--- src/rtl/mem_port_arbiter_if.sv ---
// ---------------------------------------------------------------------------
// mem_port_arbiter_if
//   Bundles every request, response and memory-side handshake signal of the
//   two-requester memory port arbiter. Vectors use [0:N-1] numbering, so bit 0
//   is the most significant bit.
//
//   Modports:
//     slave  - the arbiter itself (consumes requests, drives memory commands
//              and routed responses)
//     master - the environment around the arbiter: both requesters and the
//              memory, which drive requests, memory readiness and read data
//
//   Per requester r in {0,1}:
//     req_valid_r / req_ready_r           request handshake
//     req_rs_id_r, req_reg_addr_r         tag returned with the response
//     req_address_r, req_write_en_r,
//     req_write_data_r, req_read_en_r     memory command fields
//     rsp_valid_r / rsp_ready_r           response handshake
//     rsp_rs_id_r, rsp_reg_addr_r,
//     rsp_read_data_r                     response payload
//   Memory side:
//     mem_valid / mem_ready               command handshake
//     mem_address, mem_write_en,
//     mem_write_data, mem_read_en         command fields
//     mem_rsp_valid / mem_rsp_ready       response handshake
//     mem_read_data                       response data
// ---------------------------------------------------------------------------
interface mem_port_arbiter_if #(
    parameter int RS_ID_WIDTH = 5
);
    logic                   req_valid_0;
    logic                   req_ready_0;
    logic [0:RS_ID_WIDTH-1] req_rs_id_0;
    logic [0:4]             req_reg_addr_0;
    logic [0:31]            req_address_0;
    logic [0:3]             req_write_en_0;
    logic [0:31]            req_write_data_0;
    logic [0:3]             req_read_en_0;

    logic                   req_valid_1;
    logic                   req_ready_1;
    logic [0:RS_ID_WIDTH-1] req_rs_id_1;
    logic [0:4]             req_reg_addr_1;
    logic [0:31]            req_address_1;
    logic [0:3]             req_write_en_1;
    logic [0:31]            req_write_data_1;
    logic [0:3]             req_read_en_1;

    logic                   rsp_valid_0;
    logic                   rsp_ready_0;
    logic [0:RS_ID_WIDTH-1] rsp_rs_id_0;
    logic [0:4]             rsp_reg_addr_0;
    logic [0:31]            rsp_read_data_0;

    logic                   rsp_valid_1;
    logic                   rsp_ready_1;
    logic [0:RS_ID_WIDTH-1] rsp_rs_id_1;
    logic [0:4]             rsp_reg_addr_1;
    logic [0:31]            rsp_read_data_1;

    logic                   mem_valid;
    logic                   mem_ready;
    logic [0:31]            mem_address;
    logic [0:3]             mem_write_en;
    logic [0:31]            mem_write_data;
    logic [0:3]             mem_read_en;
    logic                   mem_rsp_valid;
    logic                   mem_rsp_ready;
    logic [0:31]            mem_read_data;

    modport slave (
        input  req_valid_0, req_rs_id_0, req_reg_addr_0, req_address_0,
               req_write_en_0, req_write_data_0, req_read_en_0,
        output req_ready_0,
        input  req_valid_1, req_rs_id_1, req_reg_addr_1, req_address_1,
               req_write_en_1, req_write_data_1, req_read_en_1,
        output req_ready_1,
        output rsp_valid_0, rsp_rs_id_0, rsp_reg_addr_0, rsp_read_data_0,
        input  rsp_ready_0,
        output rsp_valid_1, rsp_rs_id_1, rsp_reg_addr_1, rsp_read_data_1,
        input  rsp_ready_1,
        output mem_valid, mem_address, mem_write_en, mem_write_data, mem_read_en,
        input  mem_ready,
        input  mem_rsp_valid, mem_read_data,
        output mem_rsp_ready
    );

    modport master (
        output req_valid_0, req_rs_id_0, req_reg_addr_0, req_address_0,
               req_write_en_0, req_write_data_0, req_read_en_0,
        input  req_ready_0,
        output req_valid_1, req_rs_id_1, req_reg_addr_1, req_address_1,
               req_write_en_1, req_write_data_1, req_read_en_1,
        input  req_ready_1,
        input  rsp_valid_0, rsp_rs_id_0, rsp_reg_addr_0, rsp_read_data_0,
        output rsp_ready_0,
        input  rsp_valid_1, rsp_rs_id_1, rsp_reg_addr_1, rsp_read_data_1,
        output rsp_ready_1,
        input  mem_valid, mem_address, mem_write_en, mem_write_data, mem_read_en,
        output mem_ready,
        output mem_rsp_valid, mem_read_data,
        input  mem_rsp_ready
    );
endinterface

--- src/rtl/mem_port_arbiter.sv ---
// ---------------------------------------------------------------------------
// mem_port_arbiter
//   Shares one memory port between two requesters. Each accepted request is
//   tagged into an in-order tracking FIFO ({requester, rs_id, reg_addr}); every
//   memory response (load or store) is routed back to the requester at the
//   FIFO head together with that entry's tag.
//
//   Ports:
//     clk  - clock
//     rst  - synchronous active-high reset
//     bus  - mem_port_arbiter_if.slave, all request/response/memory signals
//
//   Parameters:
//     RS_ID_WIDTH      - reservation-station tag width
//     MAX_OUTSTANDING  - tracking FIFO depth (power of two, 2..16)
//
//   Build option:
//     MEM_ARB_ROUND_ROBIN_EN - when defined, a contested IDLE selection goes
//     to the requester not granted last; otherwise requester 0 always wins.
// ---------------------------------------------------------------------------
module mem_port_arbiter #(
    parameter int RS_ID_WIDTH     = 5,
    parameter int MAX_OUTSTANDING = 4
) (
    input  logic                clk,
    input  logic                rst,
    mem_port_arbiter_if.slave   bus
);
    localparam int PTR_W = (MAX_OUTSTANDING > 1) ? $clog2(MAX_OUTSTANDING) : 1;
    localparam int CNT_W = PTR_W + 1;

    typedef enum logic [1:0] {ST_IDLE, ST_GRANT_0, ST_GRANT_1} state_t;

    typedef struct packed {
        logic                   idx;
        logic [RS_ID_WIDTH-1:0] rs_id;
        logic [4:0]             reg_addr;
    } entry_t;

    state_t           state_reg;
    logic [PTR_W-1:0] wr_ptr_reg;
    logic [PTR_W-1:0] rd_ptr_reg;
    logic [CNT_W-1:0] count_reg;
    entry_t           fifo_mem [MAX_OUTSTANDING];

    logic   fifo_full;
    logic   fifo_empty;
    logic   sel_valid;
    logic   sel_idx;
    logic   grant_active;
    logic   grant_idx;
    logic   push;
    logic   pop;
    entry_t push_entry;
    entry_t head_entry;
    logic   head_0;
    logic   head_1;

    assign fifo_full  = (count_reg == CNT_W'(MAX_OUTSTANDING));
    assign fifo_empty = (count_reg == '0);
    assign sel_valid  = bus.req_valid_0 | bus.req_valid_1;

`ifdef MEM_ARB_ROUND_ROBIN_EN
    // Requester preferred on the next contested selection.
    logic prio_reg;
    assign sel_idx = (bus.req_valid_0 & bus.req_valid_1) ? prio_reg : ~bus.req_valid_0;
`else
    assign sel_idx = ~bus.req_valid_0;
`endif

    // In IDLE the selection passes straight through so a request can
    // transfer in the same cycle; once stalled, the grant is held in state.
    always_comb begin
        grant_active = 1'b0;
        grant_idx    = 1'b0;
        case (state_reg)
            ST_GRANT_0: begin
                grant_active = 1'b1;
                grant_idx    = 1'b0;
            end
            ST_GRANT_1: begin
                grant_active = 1'b1;
                grant_idx    = 1'b1;
            end
            default: begin
                grant_active = sel_valid & ~fifo_full;
                grant_idx    = sel_idx;
            end
        endcase
    end

    always_comb begin
        bus.mem_valid      = grant_active;
        bus.mem_address    = '0;
        bus.mem_write_en   = '0;
        bus.mem_write_data = '0;
        bus.mem_read_en    = '0;
        bus.req_ready_0    = grant_active & ~grant_idx & bus.mem_ready;
        bus.req_ready_1    = grant_active &  grant_idx & bus.mem_ready;
        push_entry         = '0;
        if (grant_active) begin
            if (grant_idx) begin
                bus.mem_address     = bus.req_address_1;
                bus.mem_write_en    = bus.req_write_en_1;
                bus.mem_write_data  = bus.req_write_data_1;
                bus.mem_read_en     = bus.req_read_en_1;
                push_entry.rs_id    = bus.req_rs_id_1;
                push_entry.reg_addr = bus.req_reg_addr_1;
            end else begin
                bus.mem_address     = bus.req_address_0;
                bus.mem_write_en    = bus.req_write_en_0;
                bus.mem_write_data  = bus.req_write_data_0;
                bus.mem_read_en     = bus.req_read_en_0;
                push_entry.rs_id    = bus.req_rs_id_0;
                push_entry.reg_addr = bus.req_reg_addr_0;
            end
            push_entry.idx = grant_idx;
        end
    end

    assign push = grant_active & bus.mem_ready;

    // Response routing: only the head entry's requester ever sees a response.
    assign head_entry = fifo_mem[rd_ptr_reg];
    assign head_0     = ~fifo_empty & ~head_entry.idx;
    assign head_1     = ~fifo_empty &  head_entry.idx;

    always_comb begin
        bus.mem_rsp_ready   = (head_0 & bus.rsp_ready_0) | (head_1 & bus.rsp_ready_1);
        bus.rsp_valid_0     = head_0 & bus.mem_rsp_valid;
        bus.rsp_valid_1     = head_1 & bus.mem_rsp_valid;
        bus.rsp_rs_id_0     = head_0 ? head_entry.rs_id    : '0;
        bus.rsp_reg_addr_0  = head_0 ? head_entry.reg_addr : '0;
        bus.rsp_read_data_0 = head_0 ? bus.mem_read_data   : '0;
        bus.rsp_rs_id_1     = head_1 ? head_entry.rs_id    : '0;
        bus.rsp_reg_addr_1  = head_1 ? head_entry.reg_addr : '0;
        bus.rsp_read_data_1 = head_1 ? bus.mem_read_data   : '0;
    end

    assign pop = bus.mem_rsp_valid & bus.mem_rsp_ready;

    // Grant FSM: a stalled selection is latched so the command stays stable.
    always_ff @(posedge clk) begin
        if (rst) begin
            state_reg <= ST_IDLE;
        end else begin
            case (state_reg)
                ST_IDLE: begin
                    if (grant_active && !bus.mem_ready) begin
                        state_reg <= grant_idx ? ST_GRANT_1 : ST_GRANT_0;
                    end
                end
                default: begin
                    if (bus.mem_ready) begin
                        state_reg <= ST_IDLE;
                    end
                end
            endcase
        end
    end

    // Tracking FIFO control; pointers wrap naturally at the power-of-two depth.
    always_ff @(posedge clk) begin
        if (rst) begin
            wr_ptr_reg <= '0;
            rd_ptr_reg <= '0;
            count_reg  <= '0;
        end else begin
            if (push) begin
                wr_ptr_reg <= wr_ptr_reg + PTR_W'(1);
            end
            if (pop) begin
                rd_ptr_reg <= rd_ptr_reg + PTR_W'(1);
            end
            case ({push, pop})
                2'b10:   count_reg <= count_reg + CNT_W'(1);
                2'b01:   count_reg <= count_reg - CNT_W'(1);
                default: count_reg <= count_reg;
            endcase
        end
    end

`ifdef MEM_ARB_ROUND_ROBIN_EN
    always_ff @(posedge clk) begin
        if (rst) begin
            prio_reg <= 1'b0;
        end else if (push) begin
            prio_reg <= ~grant_idx;
        end
    end
`endif

    // Entry storage needs no reset: occupancy gates every use of it.
    always_ff @(posedge clk) begin
        if (push) begin
            fifo_mem[wr_ptr_reg] <= push_entry;
        end
    end
endmodule

--- src/flat_wrapper.sv ---
// flat-port wrapper written by rule: the top's interface ports become plain ports
module mem_port_arbiter_flat 
#(
    parameter int RS_ID_WIDTH     = 5,
    parameter int MAX_OUTSTANDING = 4
)
  (clk, rst, bus_req_valid_0, bus_req_rs_id_0, bus_req_reg_addr_0, bus_req_address_0, bus_req_write_en_0, bus_req_write_data_0, bus_req_read_en_0, bus_req_ready_0, bus_req_valid_1, bus_req_rs_id_1, bus_req_reg_addr_1, bus_req_address_1, bus_req_write_en_1, bus_req_write_data_1, bus_req_read_en_1, bus_req_ready_1, bus_rsp_valid_0, bus_rsp_rs_id_0, bus_rsp_reg_addr_0, bus_rsp_read_data_0, bus_rsp_ready_0, bus_rsp_valid_1, bus_rsp_rs_id_1, bus_rsp_reg_addr_1, bus_rsp_read_data_1, bus_rsp_ready_1, bus_mem_valid, bus_mem_address, bus_mem_write_en, bus_mem_write_data, bus_mem_read_en, bus_mem_ready, bus_mem_rsp_valid, bus_mem_read_data, bus_mem_rsp_ready);
  mem_port_arbiter_if #(.RS_ID_WIDTH(RS_ID_WIDTH)) bus_i ();
  input  logic clk;
  input  logic rst;
  input wire logic [$bits(bus_i.req_valid_0)-1:0] bus_req_valid_0;
  input wire logic [$bits(bus_i.req_rs_id_0)-1:0] bus_req_rs_id_0;
  input wire logic [$bits(bus_i.req_reg_addr_0)-1:0] bus_req_reg_addr_0;
  input wire logic [$bits(bus_i.req_address_0)-1:0] bus_req_address_0;
  input wire logic [$bits(bus_i.req_write_en_0)-1:0] bus_req_write_en_0;
  input wire logic [$bits(bus_i.req_write_data_0)-1:0] bus_req_write_data_0;
  input wire logic [$bits(bus_i.req_read_en_0)-1:0] bus_req_read_en_0;
  output wire logic [$bits(bus_i.req_ready_0)-1:0] bus_req_ready_0;
  input wire logic [$bits(bus_i.req_valid_1)-1:0] bus_req_valid_1;
  input wire logic [$bits(bus_i.req_rs_id_1)-1:0] bus_req_rs_id_1;
  input wire logic [$bits(bus_i.req_reg_addr_1)-1:0] bus_req_reg_addr_1;
  input wire logic [$bits(bus_i.req_address_1)-1:0] bus_req_address_1;
  input wire logic [$bits(bus_i.req_write_en_1)-1:0] bus_req_write_en_1;
  input wire logic [$bits(bus_i.req_write_data_1)-1:0] bus_req_write_data_1;
  input wire logic [$bits(bus_i.req_read_en_1)-1:0] bus_req_read_en_1;
  output wire logic [$bits(bus_i.req_ready_1)-1:0] bus_req_ready_1;
  output wire logic [$bits(bus_i.rsp_valid_0)-1:0] bus_rsp_valid_0;
  output wire logic [$bits(bus_i.rsp_rs_id_0)-1:0] bus_rsp_rs_id_0;
  output wire logic [$bits(bus_i.rsp_reg_addr_0)-1:0] bus_rsp_reg_addr_0;
  output wire logic [$bits(bus_i.rsp_read_data_0)-1:0] bus_rsp_read_data_0;
  input wire logic [$bits(bus_i.rsp_ready_0)-1:0] bus_rsp_ready_0;
  output wire logic [$bits(bus_i.rsp_valid_1)-1:0] bus_rsp_valid_1;
  output wire logic [$bits(bus_i.rsp_rs_id_1)-1:0] bus_rsp_rs_id_1;
  output wire logic [$bits(bus_i.rsp_reg_addr_1)-1:0] bus_rsp_reg_addr_1;
  output wire logic [$bits(bus_i.rsp_read_data_1)-1:0] bus_rsp_read_data_1;
  input wire logic [$bits(bus_i.rsp_ready_1)-1:0] bus_rsp_ready_1;
  output wire logic [$bits(bus_i.mem_valid)-1:0] bus_mem_valid;
  output wire logic [$bits(bus_i.mem_address)-1:0] bus_mem_address;
  output wire logic [$bits(bus_i.mem_write_en)-1:0] bus_mem_write_en;
  output wire logic [$bits(bus_i.mem_write_data)-1:0] bus_mem_write_data;
  output wire logic [$bits(bus_i.mem_read_en)-1:0] bus_mem_read_en;
  input wire logic [$bits(bus_i.mem_ready)-1:0] bus_mem_ready;
  input wire logic [$bits(bus_i.mem_rsp_valid)-1:0] bus_mem_rsp_valid;
  input wire logic [$bits(bus_i.mem_read_data)-1:0] bus_mem_read_data;
  output wire logic [$bits(bus_i.mem_rsp_ready)-1:0] bus_mem_rsp_ready;
  assign bus_i.req_valid_0 = bus_req_valid_0;
  assign bus_i.req_rs_id_0 = bus_req_rs_id_0;
  assign bus_i.req_reg_addr_0 = bus_req_reg_addr_0;
  assign bus_i.req_address_0 = bus_req_address_0;
  assign bus_i.req_write_en_0 = bus_req_write_en_0;
  assign bus_i.req_write_data_0 = bus_req_write_data_0;
  assign bus_i.req_read_en_0 = bus_req_read_en_0;
  assign bus_req_ready_0 = bus_i.req_ready_0;
  assign bus_i.req_valid_1 = bus_req_valid_1;
  assign bus_i.req_rs_id_1 = bus_req_rs_id_1;
  assign bus_i.req_reg_addr_1 = bus_req_reg_addr_1;
  assign bus_i.req_address_1 = bus_req_address_1;
  assign bus_i.req_write_en_1 = bus_req_write_en_1;
  assign bus_i.req_write_data_1 = bus_req_write_data_1;
  assign bus_i.req_read_en_1 = bus_req_read_en_1;
  assign bus_req_ready_1 = bus_i.req_ready_1;
  assign bus_rsp_valid_0 = bus_i.rsp_valid_0;
  assign bus_rsp_rs_id_0 = bus_i.rsp_rs_id_0;
  assign bus_rsp_reg_addr_0 = bus_i.rsp_reg_addr_0;
  assign bus_rsp_read_data_0 = bus_i.rsp_read_data_0;
  assign bus_i.rsp_ready_0 = bus_rsp_ready_0;
  assign bus_rsp_valid_1 = bus_i.rsp_valid_1;
  assign bus_rsp_rs_id_1 = bus_i.rsp_rs_id_1;
  assign bus_rsp_reg_addr_1 = bus_i.rsp_reg_addr_1;
  assign bus_rsp_read_data_1 = bus_i.rsp_read_data_1;
  assign bus_i.rsp_ready_1 = bus_rsp_ready_1;
  assign bus_mem_valid = bus_i.mem_valid;
  assign bus_mem_address = bus_i.mem_address;
  assign bus_mem_write_en = bus_i.mem_write_en;
  assign bus_mem_write_data = bus_i.mem_write_data;
  assign bus_mem_read_en = bus_i.mem_read_en;
  assign bus_i.mem_ready = bus_mem_ready;
  assign bus_i.mem_rsp_valid = bus_mem_rsp_valid;
  assign bus_i.mem_read_data = bus_mem_read_data;
  assign bus_mem_rsp_ready = bus_i.mem_rsp_ready;
  mem_port_arbiter #(.RS_ID_WIDTH(RS_ID_WIDTH), .MAX_OUTSTANDING(MAX_OUTSTANDING)) u_core (.clk(clk), .rst(rst), .bus(bus_i));
endmodule
--- config.mk ---
export PLATFORM = sky130hd
export DESIGN_NAME = mem_port_arbiter_flat
export DESIGN_NICKNAME = d
export VERILOG_FILES = /design/src/rtl/mem_port_arbiter_if.sv /design/src/rtl/mem_port_arbiter.sv /design/src/flat_wrapper.sv
export SDC_FILE = /design/constraint.sdc
export NUM_CORES = 1
export LEC_CHECK = 0
export CORE_AREA = 4 4 139 141
export CTS_CLUSTER_DIAMETER = 120
export DETAILED_ROUTE_END_ITERATION = 7
export DIE_AREA = 0 0 143 145
export GPL_TIMING_DRIVEN = 0
export HOLD_SLACK_MARGIN = 0.1
export PLACE_DENSITY = 0.72
export SETUP_SLACK_MARGIN = 0.4
export SYNTH_ARGS = -nofsm -noshare
export SYNTH_HDL_FRONTEND = slang
export SYNTH_SLANG_ARGS = --single-unit
--- constraint.sdc ---
create_clock -name clk -period 2.7 [get_ports clk]
set_input_delay 0.405 -clock clk [delete_from_list [all_inputs] [get_ports clk]]
set_output_delay 0.405 -clock clk [all_outputs]
set_load 0.05 [all_outputs]
After elaboration in Yosys (flattened, before gate mapping). Memory sizes are Yosys's and may differ from the RTL's. A register that Yosys moved wholly into a read port is not among the register bits. Cells that the tools add are included. Widths: inputs -> output; s select.

Bits in registers: 9. Bits in writable memories: 44. Output and inout port bits: 162. Memories: 1.

Memory list: u_core.fifo_mem (words 4, bits a word 11, rd ports 1, clocked after memory_dff 1, write ports 1, RTL line mem_port_arbiter.sv:44) `entry_t fifo_mem [MAX_OUTSTANDING];`.

$add $sub $neg: 4. Equality and inequality tests: 6. Mux-type cells: 27. Bitwise gates (word level): 20. Reduce and logical (&&, ||, !) cells: 8.

Operators by type and width (count): $mux 32 (6); $mux 5 (4); $mux 4 (4); $and 1x1->1 (13); $mux 2 (6); $mux 11 (1); $mux 10 (1); $pmux 3 s2 (1); $not 1->1 (5); $add 2x1->2 const B (2); $eq 2x1->1 const B (2); $eq 2x2->1 const B (2); $reduce_bool 2->1 (2); $add 3x1->3 const B (1); $eq 3x3->1 const B (1); $logic_not 3->1 (1); $mux 1 (3); $sub 3x1->3 const B (1); $logic_not 2->1 (1); $ne 2x1->1 const B (1); $or 1x1->1 (2); $pmux 1 s2 (1); $reduce_and 2->1 (1); $reduce_or 2->1 (1); other kinds (2) (2).

Depth between registers and ports, before layout.
Depth after elaboration: 8. Mapped depth: 12.

Worst setup path after synthesis. No wires, ideal clock.

Kind: register to register. Start point: reg u_core.state_reg[1]. End point: reg u_core.count_reg[1]. Arrival time: 2.742 ns. Path slack: -0.176 ns. Cell stages (with the launch flop): 12. Path buffers: 1. Period minus slack after synthesis: 2.876 ns. Cells stage by stage: dfxtp_1 > inv_1 > ha_1 > inv_1 > o21a_1 > inv_2 > clkbuf_1 > a21oi_1 > fa_1 > nand2_1 > a211oi_1 > or4_1.

Word-level cells in the longest chain between the ends: 6. Elaborated cells on any way between the ends: 9. Classes of those cells: eq/ne: 4; mux: 2; bitwise: 1; reduce/logical: 2.

RTL lines: start: declaration (RTL line mem_port_arbiter.sv:40) `state_t state_reg;`; start signal: assignment (RTL line mem_port_arbiter.sv:150) `state_reg <= grant_idx ? ST_GRANT_1 : ST_GRANT_0;`; $eq 2x1->1 or $eq 2x2->1 (tied branches) (RTL line mem_port_arbiter.sv:76) `case (state_reg)`; $reduce_or 2->1 (no line) *; $mux 1 * (RTL line mem_port_arbiter.sv:76); named net bus_mem_valid (RTL line flat_wrapper.sv:37) `output wire logic [$bits(bus_i.mem_valid)-1:0] bus_mem_valid;`; $and 1x1->1 * (RTL line mem_port_arbiter.sv:121) `assign push = grant_active & bus.mem_ready;`; $eq 2x1->1 or $eq 2x2->1 (tied branches) (RTL line mem_port_arbiter.sv:175) `case ({push, pop})`; $pmux 3 s2 or $reduce_bool 2->1 (tied branches); end signal: assignment (RTL line mem_port_arbiter.sv:176) `2'b10: count_reg <= count_reg + CNT_W'(1);`; end signal: assignment (RTL line mem_port_arbiter.sv:177) `2'b01: count_reg <= count_reg - CNT_W'(1);`; end signal: assignment (RTL line mem_port_arbiter.sv:178) `default: count_reg <= count_reg;`; end: declaration (RTL line mem_port_arbiter.sv:43) `logic [CNT_W-1:0] count_reg;`.

Mark *: on every way through the listed nets, which the timed path passes. The rest lies on a longest branch. A chain may end at the register's enable or synchronous reset.

==> impl_metrics.yaml <==
clock_tree:
  clkTransAtPathRegs_ps: 70
  cts_made_buffers: 5
  cts_tree: "built"
  cts_max_level: 2
  cts_buffer_depth: 2
  cts-hold-fix-buffers: 0
  cts_num_sinks: 55
  clock-root-buffer: "clkbuf_16"
  clk_latency_ps: 290
cells_and_area:
  final_cell_mix: "clkdlybuf4s50_1 (202), buf_8 (109), a22o_4 (70)"
  syn2layout_area_growth_pct: 171
  largest_reg_flops: 44
  multi_input_area_um2: 2860
  design_area_um2: 10100
  seqCellArea_um2: 1550
  diodes: 0
  nets: 973
  drive_above_1_share_pct: 50.7
  fillerInstances: 1479
  layoutNonFillerInstCount: 992
  final_common_cell: "clkdlybuf4s50_1"
die:
  core-area_um2: 18000
  die_w_um: 143
  num_io_pins: 366
  dieArea_um2: 20700
  num_rows: 49
  initial_core_util_pct: 20.8
  die_h_um: 145
critical_path:
  r2r_cells: 7
  worstPathArrival_ps: 2670
  startpoint_type: "flip-flop"
  required_ps: 2860
  crit_type: "reg -> reg"
  crit_path_end_kind: "flip-flop"
  cp_max_fo: 5
status:
  outcome: "finished clean"
timing:
  drv_slew: 0
  finalSetupViolations: 0
  rsz0062_at_grt: "true"
  hold_ws_ps: 483
  timing.final.hold_violations: 0
  finalSetupTns_ps: 0
  period_share_pct: 92.9
  fmax_mhz: 399
  worst_clock_skew_ps: 5.09
  slew_headroom_pct: 49.1
  post-route-min-period_ps: 2510
  tightestPinTransition_ps: 763
global_routing:
  gr-total-overflow: 0
  grt_start_max_net_pins: 21
  antenna_found_initial: 0
  grt_pass1_vias: 4773
  grt_pass1_wl_um: 28200
  grtUsageTotal_pct: 17.6
route:
  first_pass_iters: 4
  viasPerCell: 4.67
  drtIter0Drc: 122
  wl_per_cell_um: 21.5
  via_count: 4632
  wirelength_um: 21400
  route.detailed.drc: 0
  ant_nets: 0
power:
  p_leak_nw: 4.22
  vdd_drop_max_mv: 0.900
  powerDensity_nw_per_um2: 1320
place:
  dp.cells: 946
  portBuffers: 365
  finalWeightedCongestion: 0.836
  placed_area_um2: 7880
  hpwl_um: 15800
synthesis:
  ys_seq_area_share_pct: 41.3
  synth_top_area_share_pct: 35.4
  post_synth_num_cell_types: 39
  yosys-top-cells-area: "edfxtp_1 (35%), a22o_1 (19%), and2_1 (15%)"
  syn-num-nets: 563
  ys_ff_latch: 55
  synth_area_um2: 3740
  synthCells: 352
  postSynthAreaPerCell_um2: 10.6
  yosys.area.top_type: "edfxtp_1"
  yosys_warnings: 0
worst_hold_path:
  hold_path_class: "reg -> reg"
  min_path_cells: 2
job:
  cap_violations: 0
path summary, 6_finish.rpt:
kind	from	endpoint	slack (ps)
setup / recovery	flip-flop	u_core.count_reg[1]$_SDFFE_PP0P_	190
hold / removal	u_core.rd_ptr_reg[0]$_SDFFE_PP0P_	flip-flop	480
setup reg to reg	flip-flop	u_core.count_reg[1]$_SDFFE_PP0P_	190
hold reg to reg	u_core.rd_ptr_reg[0]$_SDFFE_PP0P_	flip-flop	480
synthesized netlist by cell type:
library cell and number:
and2_1 87, a22o_1 82, edfxtp_1 44, clkbuf_1 31, dfxtp_1 11, mux4_2 11
inv_1 9, a21oi_1 8, nand2_1 7, ha_1 6, nor2_1 6, o211ai_1 5
and3_1 4, nand4_1 4, o21ai_0 4, nor2b_1 3, a211oi_1 2, buf_1 2
nand3_1 2, nor3_1 2, nor4_1 2, o2111ai_1 2, o311a_1 2, a2111oi_0 1
a211o_1 1, a31o_1 1, fa_1 1, inv_2 1, mux2_2 1, mux2i_1 1
mux2i_4 1, nand2b_1 1, nand4b_1 1, nor3b_1 1, o21a_1 1, o22ai_1 1
o31ai_1 1, or3_1 1, or4_1 1
logic make-up (layout without fill, tap and decap cells):
group	count (synthesis)	count (layout)	share of synthesized area (%)
compound gates	111	111	24.5
flops	55	55	41.3
simple gates	122	122	19.6
mux	14	14	7.80
fa+ha+maj	7	7	2.55
buf+inv	43	454	4.32
final cells by class:
| cell class | count | area share, % |
|---|---|---|
| plain buffers | 33 | 4.63 |
| clock buffers | 5 | 1.24 |
| clock inverters | 3 | 0.334 |
| inverters | 10 | 0.395 |
| multi-input cells | 254 | 28.2 |
| flip-flops and latches | 55 | 15.3 |
| well taps | 229 | 2.83 |
| repair buffers | 403 | 47.1 |
critical path, stage by stage, from the launching register on:
cell and delay (ps):
dfxtp_2 340, mux4_2 610, mux2i_4 240, a21oi_2 120, fa_1 440, nand2_2 90, a211oi_1 50, or4_1 510
per-stage QoR:
stage          worst slack (ps)  util (%)  power [mW]
3_5_place_dp              -1420      43.9        9.24
3_3_place_gp              -1440      43.9        9.22
5_1_grt                    77.1      56.4        13.9
2_1_floorplan               215         -        6.48
6_report                    192      56.4        13.4
4_1_cts                     193      47.5        11.1
what timing repair did:
action                      CTS  global route
cloned                        8            10
pin swaps                     5            22
buffers inserted              8            12
setup endpoints to repair   237           163
gates resized for setup    1088           436
power breakdown:
group / internal [mW] / leakage [nW] / switching (mW)
sequential: 1.13 / 0.498 / 0.0693
clock: 0.357 / 0.0772 / 0.306
combinational: 5.41 / 3.64 / 6.09
metal layers:
metal  GRT usage, %  part of all wire, %  routed length, um
met5              0                    0                  0
met1           16.5                   30               6440
met3           6.75                   11               2360
met4           3.61                  1.8                390
met2           35.4                   57              12200
Power figures use the tool's default switching activity.
